`config.mk`:
```
export PLATFORM = sky130hd
export DESIGN_NAME = alu_arbiter
export DESIGN_NICKNAME = d
export VERILOG_FILES = /design/src/rtl/alu_arbiter.sv
export SDC_FILE = /design/constraint.sdc
export NUM_CORES = 1
export LEC_CHECK = 0
export BUFFER_PORTS_ARGS = -buffer_cell sky130_fd_sc_hd__buf_4
export CAP_MARGIN = 20
export CORE_ASPECT_RATIO = 1.5
export CORE_UTILIZATION = 38
export CTS_BUF_LIST = sky130_fd_sc_hd__clkbuf_2 sky130_fd_sc_hd__clkbuf_4 sky130_fd_sc_hd__clkbuf_8
export DETAILED_ROUTE_END_ITERATION = 12
export PLACE_DENSITY = 0.63
export SLEW_MARGIN = 5
export SYNTH_ARGS = -nofsm -noshare
export SYNTH_HDL_FRONTEND = slang
export SYNTH_SLANG_ARGS = --single-unit
```
`constraint.sdc`:
```
create_clock -name clk -period 6.21 [get_ports clk]
set_input_delay 0.9315 -clock clk [delete_from_list [all_inputs] [get_ports clk]]
set_output_delay 0.9315 -clock clk [all_outputs]
set_load 0.01 [all_outputs]
```
`src/rtl/alu_arbiter.sv`:
```
// Two-requester arbiter in front of a shared 64-bit combinational ALU.
// One operation in flight: accept in IDLE, evaluate in EXEC, hold the result in RESP until consumed.

module alu64 (
    input  logic [63:0] a,
    input  logic [63:0] b,
    input  logic [3:0]  ctrl,
    output logic [63:0] y
);
    always_comb begin
        y = '0;
        case (ctrl)
            4'b0000: y = a & b;
            4'b0001: y = a | b;
            4'b0010: y = a + b;
            4'b0110: y = a - b;
            4'b0111: y = b;
            default: y = '0;
        endcase
    end
endmodule

module alu_arbiter #(
    parameter int N           = 64,    // the ALU below is fixed at 64 bits
    parameter bit ROUND_ROBIN = 1'b1
) (
    input  logic         clk,
    input  logic         reset,
    input  logic         req0_valid,
    output logic         req0_ready,
    input  logic [N-1:0] req0_a,
    input  logic [N-1:0] req0_b,
    input  logic [3:0]   req0_ctrl,
    input  logic         req1_valid,
    output logic         req1_ready,
    input  logic [N-1:0] req1_a,
    input  logic [N-1:0] req1_b,
    input  logic [3:0]   req1_ctrl,
    output logic         resp0_valid,
    input  logic         resp0_ready,
    output logic         resp1_valid,
    input  logic         resp1_ready,
    output logic [N-1:0] result,
    output logic         zero,
    output logic         busy
);
    typedef enum logic [1:0] {IDLE, EXEC, RESP} state_t;

    typedef struct packed {
        logic [N-1:0] a;
        logic [N-1:0] b;
        logic [3:0]   ctrl;
    } op_t;

    state_t       state, state_nx;
    op_t          op_q, op_sel;
    logic         gnt, gnt_q, prio;
    logic         accept, resp_fire;
    logic [N-1:0] alu_y;

    // Both valid: prio decides; otherwise whichever one is valid.
    always_comb begin
        gnt    = (req0_valid && req1_valid) ? prio : req1_valid;
        op_sel = gnt ? op_t'{req1_a, req1_b, req1_ctrl} : op_t'{req0_a, req0_b, req0_ctrl};
    end

    assign accept     = (state == IDLE) && !reset && (req0_valid || req1_valid);
    assign req0_ready = accept && !gnt;
    assign req1_ready = accept && gnt;

    // Only the granted requester's resp_ready can complete the transaction.
    assign resp_fire   = (state == RESP) && (gnt_q ? resp1_ready : resp0_ready);
    assign resp0_valid = (state == RESP) && !gnt_q;
    assign resp1_valid = (state == RESP) && gnt_q;
    assign busy        = (state != IDLE);

    alu64 u_alu (
        .a    (op_q.a),
        .b    (op_q.b),
        .ctrl (op_q.ctrl),
        .y    (alu_y)
    );

    always_comb begin
        state_nx = state;
        case (state)
            IDLE:    if (accept) state_nx = EXEC;
            EXEC:    state_nx = RESP;
            RESP:    if (resp_fire) state_nx = IDLE;
            default: state_nx = IDLE;
        endcase
    end

    always_ff @(posedge clk) begin
        if (reset) begin
            state  <= IDLE;
            prio   <= 1'b0;
            op_q   <= '0;
            gnt_q  <= 1'b0;
            result <= '0;
            zero   <= 1'b0;
        end else begin
            state <= state_nx;
            if (accept) begin
                op_q  <= op_sel;
                gnt_q <= gnt;
            end
            if (state == EXEC) begin
                result <= alu_y;
                zero   <= (alu_y == '0);
            end
            if (resp_fire && ROUND_ROBIN)
                prio <= ~gnt_q;
        end
    end
endmodule

```
Yosys cells after proc, flatten, opt, wreduce, memory -nomap -nowiden
Index checks and enable logic that the tools add are counted.
{"block": "word_totals", "regBits": 201, "latchBits": 0, "ram_bits": 0, "romBits": 0, "mem_count": 0}
{"block": "op_classes", "add_sub_neg": 2, "multipliers": 0, "div": 0, "order_cmp": 0, "eq_ne": 8, "n_shift": 0, "n_mux": 7, "bitwise": 3, "reduce_logical": 17}
{"operator": "$pmux W64 S5", "n": 1}
{"operator": "$mux W132", "n": 1}
{"operator": "$add A64 B64 Y64", "n": 1}
{"operator": "$and A64 B64 Y64", "n": 1}
{"operator": "$logic_not A64 Y1", "n": 1}
{"operator": "$or A64 B64 Y64", "n": 1}
{"operator": "$sub A64 B64 Y64", "n": 1}
{"operator": "$eq A4 B3 Y1 const B", "n": 2}
{"operator": "$logic_and A1 B1 Y1", "n": 8}
{"operator": "$pmux W2 S3", "n": 1}
{"operator": "$eq A4 B1 Y1 const B", "n": 1}
{"operator": "$eq A4 B2 Y1 const B", "n": 1}
{"operator": "$logic_not A4 Y1", "n": 1}
{"operator": "$mux W2", "n": 2}
{"operator": "$ne A2 B2 Y1 const B", "n": 2}
{"operator": "$logic_not A1 Y1", "n": 3}
{"operator": "$eq A2 B1 Y1 const B", "n": 1}
{"operator": "$eq A2 B2 Y1 const B", "n": 1}
{"operator": "$logic_not A2 Y1", "n": 1}
{"operator": "$mux W1", "n": 2}
{"operator": "$reduce_and A2 Y1", "n": 1}
{"operator": "$reduce_bool A2 Y1", "n": 1}
{"operator": "$logic_or A1 B1 Y1", "n": 1}
{"operator": "$not A1 Y1", "n": 1}

Depth between registers and ports, before layout
Gate-level depths: netlist of run 1.
{"block": "logic_depth", "ltp_word": 5, "ltp_mapped": 25, "depth_no_buf": 23}

Cells and area by module
A second synthesis of run 1 with hierarchy kept.
{"block": "hier_totals", "hier_cells": 1920, "hier_area_um2": 15807.7}
{"mod": "alu_arbiter", "n_inst": 1, "cells_each": 918, "area_each_um2": 8999.9, "seq_area_each_um2": 4023.9}
{"mod": "alu64", "n_inst": 1, "cells_each": 1002, "area_each_um2": 6807.8, "seq_area_each_um2": 0.0}

Worst setup path after synthesis of run 1
OpenSTA, ideal clock, no wires.
{"block": "synth_path", "path_kind": "reg-to-reg", "startpoint": "register op_q[10] in the netlist's numbering", "endpoint": "register zero", "arrival_ps": 5436, "slack_ps": 678, "stages_incl_launch_ff": 23, "cell_sequence": "dfxtp_1 -> buf_6 -> or4_1 -> nor3_4 -> and3_1 -> nand2_1 -> or3_1 -> nor4_1 -> a21oi_1 -> xnor2_1 -> ha_1 -> and2_1 -> nor2b_1 -> a2111oi_0 -> a211oi_1 -> o41ai_1 -> o31ai_1 -> xnor2_1 -> o22ai_1 -> nor4_1 -> nand4_1 -> or4_4 -> o41ai_2"}
{"block": "synth_between", "elab_chain_len": 3, "word_cells_on_any_way": 6, "classes_between": "add/sub (2); mux (1); bitwise (2); reduce/logical (1)"}
{"item": "from (decl)", "line": "56", "source": "op_t op_q, op_sel;"}
{"item": "from (signal assigned)", "line": "105", "source": "op_q <= op_sel;"}
{"item": "$sub A64 B64 Y64, or another cell as far along", "line": "16", "source": "4'b0110: y = a - b;"}
{"item": "$pmux W64 S5 (*)", "line": "12", "source": "case (ctrl)"}
{"item": "$logic_not A64 Y1 (*)", "line": "110", "source": "zero <= (alu_y == '0);"}
{"item": "to (signal assigned)", "line": "110"}
{"item": "to (decl)", "line": "44", "source": "output logic zero,"}
Every way passes the cells marked *; elsewhere a longest branch is shown, timed or not.
A chain may end at the register's enable or synchronous reset.

Worst setup path after layout of run 1
{"block": "layout_path", "startpoint": "register op_q[11] in the netlist's numbering", "endpoint": "register zero"}
Same word-level chain as after synthesis.

==> metrics.csv, run 1 <==
stage;metric;value;unit
run_status;outcome;complete, no violations;
power;ir_drop;154;µV
route;wirelength;58100;µm
synth;synth_edf_count;0;
placed_design;dpl-instance-area;18800;µm²
finish;nFillCells;4243;
route;via_count;16388;
sta;skew;0.0119;ns
finish;stdcell_area;19700;µm²
sta;hold_viol;0;
synth;yosysTopAreaCell;dfxtp_1;
sta;max_freq;170;MHz
grt;grt_pass1_vias;15448;
die;die-area;42800;µm²
placed_design;gp_congestion;0.911;
synth;ys_seq_area_share;25.2;%
worst_setup_path;endpoint_kind;flip-flop;
die;num_rows;91;
worst_setup_path;critPathArrivalTime;6.39;ns
power;power_leakage;8.79;nW
placed_design;dp_cells;2820;
clocking;clock_sinks;201;
clocking;insertion_delay;0.61;ns
finish;final_cells;2877;
min_path;hp-class;reg -> reg;
clocking;clkTransAtPathRegs;0.07;ns
finish;area_growth;23.3;%
synth;synthCells;2070;
route;dr.pass1.iters;5;
die;coreArea;41200;µm²
synth;ys_ff_latch;201;
sta;drv_slew;0;
worst_setup_path;critical_path_required;6.73;ns
clocking;cts_root_buffer;clkbuf_8;
finish;multiInputGateArea;11200;µm²
grt;grt.overflow.total;0;
grt;grt_pass1_wl;88900;µm
clocking;numCtsBuffers;30;
synth;synth_nets;2407;
finish;fin_nets;2633;
die;die-height;253;µm
clocking;ctsHtreeMaxLevel;1;
die;ios;340;
run;cap_violations;0;
placed_design;port_buffers;339;
finish;seq_area;4030;µm²
sta;period_needed;5.87;ns
sta;tightest_slew;1.18;ns
die;start_util;38.7;%
power;power_density;265;nW/µm²
grt;grt_max_degree;247;
sta;min_period_over_period;94.6;%
route;via_per_inst;5.70;
clocking;clockBufferDepth;3;
route;drc_errors;0;
synth;syn_area;15900;µm²
worst_setup_path;startpoint_type;flip-flop;
sta;setup-violations-final;0;
synth;syn_avg_cell_area;7.70;µm²
grt;antenna_found_initial;1;
synth;ys.warnings.count;0;
clocking;hold_buffers;0;
finish;drive_gt1_share;21.3;%
sta;slew_headroom;21.2;%
synth;synth_cell_types;79;
die;die_width;169;µm
synth;synthArstFlopShare;0;%
worst_setup_path;path_max_fanout;7;
clocking;cts_tree;done;
route;drtIter0Drc;1184;
placed_design;dp_hpwl;46000;µm
synth;synthFlopType;dfxtp_1;
route;final_antenna_net_count;0;
power;total_power;0.00520;W
synth;synth_area_leaders;dfxtp_1 25%, mux2i_1 8.9%, a211oi_1 8.4%, nor2_1 7.6%, ha_1 5.2%;
route;wl_per_cell;20.2;µm
synth;synth_top_area_share;25.2;%
worst_setup_path;path_class;reg -> reg;
grt;track_usage;26.4;%
[report_power, final]
| part | total (W) | internal (W) | switching (W) | leakage [nW] |
|---|---|---|---|---|
| Clock | 0.00126 | 0.000728 | 0.000536 | 0.378 |
| Combinational | 0.00227 | 0.000916 | 0.00135 | 6.75 |
| Sequential | 0.00167 | 0.00145 | 0.000219 | 1.67 |
| Total | 0.00520 | 0.00309 | 0.00211 | 8.79 |
[sequential cells by signal, indices dropped and copies added (netlist names)]
name    flops
gnt_q       1
state       2
result     64
op_q      132
prio        1
zero        1
[layout make-up]
class                           count  share of cell area, %
Timing Repair Buffer              384                   14.8
Inverter                           28                  0.535
Clock inverter                     10                  0.637
Clock buffer                       44                   2.99
Sequential cell                   201                   20.5
Tap cell                          558                   3.55
Antenna cell                        1                 0.0127
Multi-Input combinational cell   1651                   57.0
[layer usage]
layer  share of wire, %  wire length (µm)  GRT usage [%]  vias up
met4                2.1              1240           6.72        0
met1                 49             28200           39.7     7534
met2                 43             25000           39.9      627
li1                   -                 -              -     8155
met3                6.3              3630           2.50       72
met5                  0                 0              0        -
[metrics by stage]
step	utilization (%)	hold WS (ns)	setup slack, ns	setup TNS (ns)
2_1_floorplan	-	0.472	0.678	0
3_3_place_gp	45.6	0.461	0.141	0
4_1_cts	47.4	0.476	0.0378	0
3_5_place_dp	45.6	0.467	0.0109	0
5_1_grt	47.7	0.497	-0.0228	-0.0228
6_report	47.7	0.470	0.337	0
[final timing paths]
check / from / endpoint / slack [ns] / cells past startpoint
max: op_q[11] / zero / 0.34 / 22
min: result[28] / result[28] / 0.47 / 2
max reg2reg: op_q[11] / zero / 0.34 / 22
min reg2reg: result[28] / result[28] / 0.47 / 2
[synth_stat cells, drive strengths merged (5+ instances only)]
| master | count |
|---|---|
| o21bai | 9 |
| nand4 | 38 |
| clkbuf | 146 |
| dfxtp | 201 |
| xor2 | 51 |
| a2111oi | 5 |
| nor3 | 66 |
| nor2b | 10 |
| or3 | 13 |
| a21o | 27 |
| o41ai | 9 |
| and2 | 5 |
| and3 | 13 |
| ha | 66 |
| inv | 28 |
| nor4 | 20 |
| o211a | 6 |
| nand3 | 36 |
| o22ai | 9 |
| a211oi | 178 |
| o21ai | 98 |
| mux2i | 141 |
| nand2 | 107 |
| o31ai | 19 |
| a21oi | 118 |
| nor2 | 322 |
| or2 | 7 |
| xnor2 | 43 |
| o211ai | 12 |
| maj3 | 63 |
| nand2b | 7 |
| o21a | 10 |
| a31oi | 16 |
| a22oi | 63 |
| buf | 43 |
| or4 | 12 |
[cell families after synthesis]
family	after synthesis	synth area share (%)
AND/OR/NAND/NOR	668	19.7
AO/OA/AOI/OAI	618	26.4
buffers and inverters	218	5.44
flip-flops	201	25.2
multiplexers	141	8.85
adder cells (fa/ha/maj)	130	9.26
XOR/XNOR	94	5.16
[timing repair]
item,4_1_cts,5_1_grt
endpoints found under the setup margin,1,3
pin swaps,0,2
gates resized for setup,1,22
buffers inserted,0,2
hold endpoints to repair,0,0
[critical path, cell delays in order, from the launching register on]
cell       delay, ns
dfxtp_1         0.38
or4_4           0.57
nor3_4          0.13
and3_1          0.23
nand2_1         0.14
or3_1           0.42
nor4_1          0.23
buf_4           0.19
a21oi_1         0.07
xnor2_1         0.14
ha_1            0.30
and2_1          0.14
buf_4           0.13
nand3_1         0.21
nor3_1          0.42
o21ai_0         0.20
a21o_1          0.21
a31oi_1         0.40
o2111ai_1       0.22
nor4_2          0.23
nand4_1         0.13
or4_4           0.42
o41ai_2         0.27
[layout by cell type, fill, tap and decap left out, types with 27 or more instances in the layout]
cell type | Yosys | routed
buf_4 | 0 | 381
nor2_1 | 321 | 318
dfxtp_1 | 201 | 199
a211oi_1 | 178 | 176
mux2i_1 | 141 | 141
a21oi_1 | 118 | 116
nand2_1 | 106 | 106
o21ai_0 | 92 | 91
ha_1 | 66 | 65
maj3_1 | 63 | 63
a22oi_1 | 63 | 63
nor3_1 | 62 | 61
xor2_1 | 51 | 51
xnor2_1 | 43 | 43
clkbuf_8 | 0 | 41
nand4_1 | 37 | 37
nand3_1 | 35 | 35
inv_1 | 28 | 28
a21o_1 | 27 | 27
(Power assumes the default switching activity.)
==> inputs of run 2 (changes only) <==
--- a/config.mk
+++ b/config.mk
@@ -7,11 +7,14 @@
 export LEC_CHECK = 0
 export BUFFER_PORTS_ARGS = -buffer_cell sky130_fd_sc_hd__buf_4
 export CAP_MARGIN = 20
+export CELL_PAD_IN_SITES_DETAIL_PLACEMENT = 0
+export CELL_PAD_IN_SITES_GLOBAL_PLACEMENT = 1
 export CORE_ASPECT_RATIO = 1.5
 export CORE_UTILIZATION = 38
 export CTS_BUF_LIST = sky130_fd_sc_hd__clkbuf_2 sky130_fd_sc_hd__clkbuf_4 sky130_fd_sc_hd__clkbuf_8
 export DETAILED_ROUTE_END_ITERATION = 12
-export PLACE_DENSITY = 0.63
+export PLACE_DENSITY = 0.81
+export REMOVE_ABC_BUFFERS = 1
 export SLEW_MARGIN = 5
 export SYNTH_ARGS = -nofsm -noshare
 export SYNTH_HDL_FRONTEND = slang
==> metrics.csv, run 2 (same netlist as run 1, synthesis figures left out) <==
stage;metric;value;unit
run_status;outcome;complete, no violations;
placed_design;port_buffers;339;
route;via_per_inst;5.74;
power;power_leakage;9.35;nW
finish;final_common_cell;buf_4;
grt;grt_pass1_vias;17403;
sta;hold_slack;0.466;ns
power;power_density;262;nW/µm²
grt;grt.overflow.total;0;
die;die-area;42800;µm²
finish;drive_gt1_share;25.4;%
sta;max_freq;167;MHz
sta;period_needed;6.00;ns
sta;tightest_slew;0.953;ns
clocking;clockBufferDepth;3;
route;drc_errors;0;
clocking;clkTransAtPathRegs;0.06;ns
route;wl_per_cell;21.6;µm
run;cap_violations;0;
finish;area_growth;28.7;%
die;num_rows;91;
clocking;numCtsBuffers;34;
sta;skew;0.0340;ns
clocking;cts_tree;done;
worst_setup_path;startpoint_type;flip-flop;
finish;stdcell_area;20500;µm²
finish;regMostFlops;op_q;
worst_setup_path;endpoint_kind;flip-flop;
sta;setup-violations-final;0;
route;wirelength;64700;µm
placed_design;pre_cts_slack;-0.0278;ns
grt;antenna_found_initial;0;
sta;drv_slew;0;
placed_design;dp_hpwl;50300;µm
clocking;cts_root_buffer;clkbuf_8;
sta;fin_ws;0.206;ns
worst_setup_path;path_max_fanout;10;
placed_design;dpl-instance-area;19700;µm²
min_path;hp-class;reg -> reg;
sta;finalSetupTns;0;ns
clocking;clock_sinks;201;
route;via_count;17177;
finish;nFillCells;4162;
finish;layout_common_cells;494 x buf_4, 318 x nor2_1, 199 x dfxtp_1;
route;final_antenna_net_count;0;
die;die_width;169;µm
finish;fin_nets;2750;
die;ios;340;
sta;min_period_over_period;96.7;%
worst_setup_path;critical_path_required;6.66;ns
worst_setup_path;critPathArrivalTime;6.45;ns
grt;grt_pass1_wl;97900;µm
die;die-height;253;µm
clocking;ctsHtreeMaxLevel;2;
die;start_util;38.7;%
placed_design;gp_congestion;0.954;
route;dr.pass1.iters;5;
finish;reg_top3;op_q: 132 flops, result: 64 flops, state: 2 flops;
power;ir_drop;161;µV
finish;largest_reg_flops;132;
clocking;insertion_delay;0.57;ns
die;coreArea;41200;µm²
route;drtIter0Drc;857;
sta;slew_headroom;36.5;%
sta;hold_viol;0;
grt;grt_max_degree;176;
worst_setup_path;path_class;reg -> reg;
grt;track_usage;29.8;%
==> run 2: cell count changes in the layout (fill, tap and decap cells not counted), sizes merged <==
| cell | delta |
|---|---|
| clkbuf | +11 |
| buf | +113 |
| bufinv | -3 |
| clkinv | -4 |
==> run 2: layout make-up <==
cell class | instances | area, µm² | share of cell area [%]
Clock inverter | 3 | 15.0 | 0.0732
Sequential cell | 201 | 4030 | 19.6
Inverter | 28 | 105 | 0.512
Tap cell | 558 | 698 | 3.40
Timing Repair Buffer | 497 | 3760 | 18.3
Antenna cell | 1 | 2.50 | 0.0122
Multi-Input combinational cell | 1651 | 11200 | 54.8
Clock buffer | 55 | 669 | 3.26
==> run 2: per-layer routing <==
layer  GRT usage, %  routed length [µm]  up-vias
met5              0                   0        -
met4           18.3                3990        0
met3           2.59                2380      178
met2           57.5               34700      542
met1           30.6               23600     8093
li1               -                   -     8364
==> run 2: through the flow <==
stage	utilization [%]	power [W]	instances
final	49.8	0.00538	2994
after detailed placement	47.7	0.00413	2934
after CTS	49.5	0.00538	2992
after global routing	49.8	0.00570	2993
after floorplan	-	0.00325	1880
after global placement	47.7	0.00410	2934
==> run 2: critical path, stage by stage (launching register included) <==
cell	delay, ns
dfxtp_1	0.31
or4_1	0.60
nor3_4	0.18
and3_1	0.22
nand2_1	0.16
buf_4	0.20
nor3_1	0.21
nand2_2	0.19
nor3_1	0.30
nor2_1	0.10
xnor2_1	0.14
ha_1	0.30
buf_4	0.18
a21o_1	0.18
a31oi_1	0.25
nor2_1	0.07
a211oi_1	0.42
nand2_1	0.25
a311oi_2	0.41
buf_4	0.19
xnor2_1	0.10
o22ai_1	0.11
or4_4	0.56
o41ai_2	0.27
==> run 2: repair_timing <==
action	CTS	global route
setup endpoints to repair	1	2
pin swaps	0	6
hold buffers	0	0
gates resized for setup	5	30
setup buffers	0	1
==> run 2: worst paths after layout <==
| path | start | end | slack [ns] | depth (start not counted) |
|---|---|---|---|---|
| worst min register to register | result[62] | result[62] | 0.47 | 2 |
| worst max-delay path | op_q[10] | zero | 0.21 | 23 |
| worst max register to register | op_q[10] | zero | 0.21 | 23 |
| worst min-delay path | result[62] | result[62] | 0.47 | 2 |
==> run 2: report_power, final <==
| part | internal (W) | switching (W) | total [W] | leakage [nW] |
|---|---|---|---|---|
| logic | 0.00105 | 0.00146 | 0.00250 | 7.31 |
| clock network | 0.000677 | 0.000554 | 0.00123 | 0.371 |
| registers | 0.00145 | 0.000197 | 0.00164 | 1.67 |
==> inputs of run 3 (changes only) <==
--- a/config.mk
+++ b/config.mk
@@ -10,11 +10,13 @@
 export CELL_PAD_IN_SITES_DETAIL_PLACEMENT = 0
 export CELL_PAD_IN_SITES_GLOBAL_PLACEMENT = 1
 export CORE_ASPECT_RATIO = 1.5
+export CORE_MARGIN = 5
 export CORE_UTILIZATION = 38
 export CTS_BUF_LIST = sky130_fd_sc_hd__clkbuf_2 sky130_fd_sc_hd__clkbuf_4 sky130_fd_sc_hd__clkbuf_8
 export DETAILED_ROUTE_END_ITERATION = 12
 export PLACE_DENSITY = 0.81
 export REMOVE_ABC_BUFFERS = 1
+export SKIP_LAST_GASP = 1
 export SLEW_MARGIN = 5
 export SYNTH_ARGS = -nofsm -noshare
 export SYNTH_HDL_FRONTEND = slang
==> metrics.csv, run 3 (same netlist as run 1, synthesis figures left out) <==
stage;metric;value;unit
run_status;outcome;complete, no violations;
worst_setup_path;startpoint_type;flip-flop;
sta;slew_headroom;38.7;%
finish;layout_common_cells;485 x buf_4, 319 x nor2_1, 199 x dfxtp_1;
route;met3WireLength;2430;µm
route;m1WireLength;23600;µm
worst_setup_path;r2r_setup_slack;0.18;ns
min_path;hold_end;result[28];
route;dr_wl_met2;35000;µm
route;wirelength;65200;µm
sta;tightest_slew;0.920;ns
die;die-area;46200;µm²
placed_design;gp_congestion;0.963;
finish;drive_gt1_share;25.1;%
sta;skew;0.0172;ns
clocking;cts_root_buffer;clkbuf_8;
worst_setup_path;worst-r2r-cell-count;25;
power;ir_drop;195;µV
finish;final_common_cell;buf_4;
finish;multiInputGateArea;11200;µm²
worst_setup_path;path_max_fanout;4;
die;start_util;38.1;%
worst_setup_path;critical_path_required;6.68;ns
worst_setup_path;reg2reg_from;op_q[10];
route;final_antenna_net_count;0;
route;wl_per_cell;21.8;µm
route;highest-signal-layer;met4;
sta;period_needed;6.03;ns
finish;area_growth;28.8;%
placed_design;port_buffers;339;
power;power_leakage;9.32;nW
worst_setup_path;r2r_end;zero;
route;via_per_inst;5.76;
grt;grt_pass1_vias;17682;
route;drtIter0Drc;834;
route;drc_errors;0;
min_path;hold_start;result[28];
finish;reg_top3;op_q: 132 flops, result: 64 flops, state: 2 flops;
min_path;hp-class;reg -> reg;
sta;fin_ws;0.177;ns
grt;grt_pass1_wl;97900;µm
sta;min_period_over_period;97.1;%
sta;setup-violations-final;0;
grt;track_usage;27.0;%
min_path;holdPathStages;2;
worst_setup_path;crit_slowest_cell;or4_1;
die;coreArea;41800;µm²
finish;largest_reg_flops;132;
run;cap_violations;0;
die;die-height;261;µm
clocking;clockBufferDepth;3;
route;via_count;17267;
die;ios;340;
clocking;clock_sinks;201;
sta;hold_viol;0;
placed_design;pre_cts_slack;-0.00702;ns
sta;finalSetupTns;0;ns
clocking;insertion_delay;0.56;ns
clocking;clkTransAtPathRegs;0.06;ns
sta;drv_slew;0;
finish;seq_area;4030;µm²
power;power_density;268;nW/µm²
die;num_rows;92;
finish;fin_nets;2743;
clocking;cts_tree;done;
grt;grt_max_degree;170;
die;die_width;177;µm
sta;max_freq;166;MHz
worst_setup_path;endpoint_kind;flip-flop;
worst_setup_path;max_stage_delay;0.60;ns
placed_design;dp_hpwl;50900;µm
worst_setup_path;path_class;reg -> reg;
route;dr.pass1.iters;6;
worst_setup_path;critPathArrivalTime;6.50;ns
worst_setup_path;crit_top_cell;buf_4;
clocking;numCtsBuffers;36;
sta;hold_slack;0.461;ns
clocking;ctsHtreeMaxLevel;2;
finish;nFillCells;4227;
grt;antenna_found_initial;2;
finish;regMostFlops;op_q;
grt;grt.overflow.total;0;
==> run 3: cell types whose count changed in the layout (fill, tap and decap cells not counted), moves of 4 or more <==
cell	before	now
buf_4	494	485
clkbuf_4	14	10
o21ai_0	86	91
clkbuf_8	41	48
o21ai_1	10	5
==> run 3: area by class of cell <==
class                   instances  area share, %
multi-input cells            1651           54.6
flip-flops and latches        201           19.6
repair buffers                488           18.0
clock buffers                  58           3.58
well taps                     564           3.44
inverters                      28          0.512
clock inverters                 5          0.274
diodes                          1         0.0122
==> run 3: routing by layer <==
metal | up-vias | track usage [%]
met1 | 8152 | 27.5
met5 | - | 0
met2 | 553 | 51.8
li1 | 8374 | -
met3 | 188 | 3.20
met4 | 0 | 16.1
==> run 3: power breakdown <==
part | switching [W] | total, W | internal [W]
Sequential | 0.000195 | 0.00164 | 0.00145
Combinational | 0.00146 | 0.00250 | 0.00104
Clock | 0.000563 | 0.00135 | 0.000791
==> run 3: metrics by stage <==
stage	cell area, µm²	cells	util, %	total power [W]
after floorplan	15200	1880	-	0.00325
after global placement	19600	2930	46.9	0.00410
after detailed placement	19600	2930	46.9	0.00413
after CTS	20400	2993	48.8	0.00551
after global routing	20500	2996	49.1	0.00583
final	20500	2996	49.1	0.00550
==> run 3: worst max-delay path by stage <==
stage | depth (start not counted) | startpoint | end | slack (ns)
6_report | 25 | op_q[10] | zero | 0.18
4_1_cts | 20 | op_q[10] | zero | 0.11
5_1_grt | 20 | op_q[10] | zero | -0.02
3_5_place_dp | 20 | op_q[10] | zero | -0.007
2_1_floorplan | 3 | req0_valid | req0_ready | -10.13
3_3_place_gp | 22 | op_q[10] | zero | 0.25
==> run 3: timing repair <==
action,4_1_cts,5_1_grt
setup buffers,0,2
pin swaps,0,1
hold buffers,0,0
resized for setup,1,21
setup endpoints to repair,1,3
==> run 3: critical path, delay by kind of cell (launching register included) <==
| family | cells | cell delay (ns) |
|---|---|---|
| xor+xnor | 1 | 0.15 |
| fa+ha+maj | 1 | 0.21 |
| buf+inv | 3 | 0.54 |
| simple gates | 9 | 2.51 |
| compound gates | 11 | 2.20 |
| flops | 1 | 0.31 |
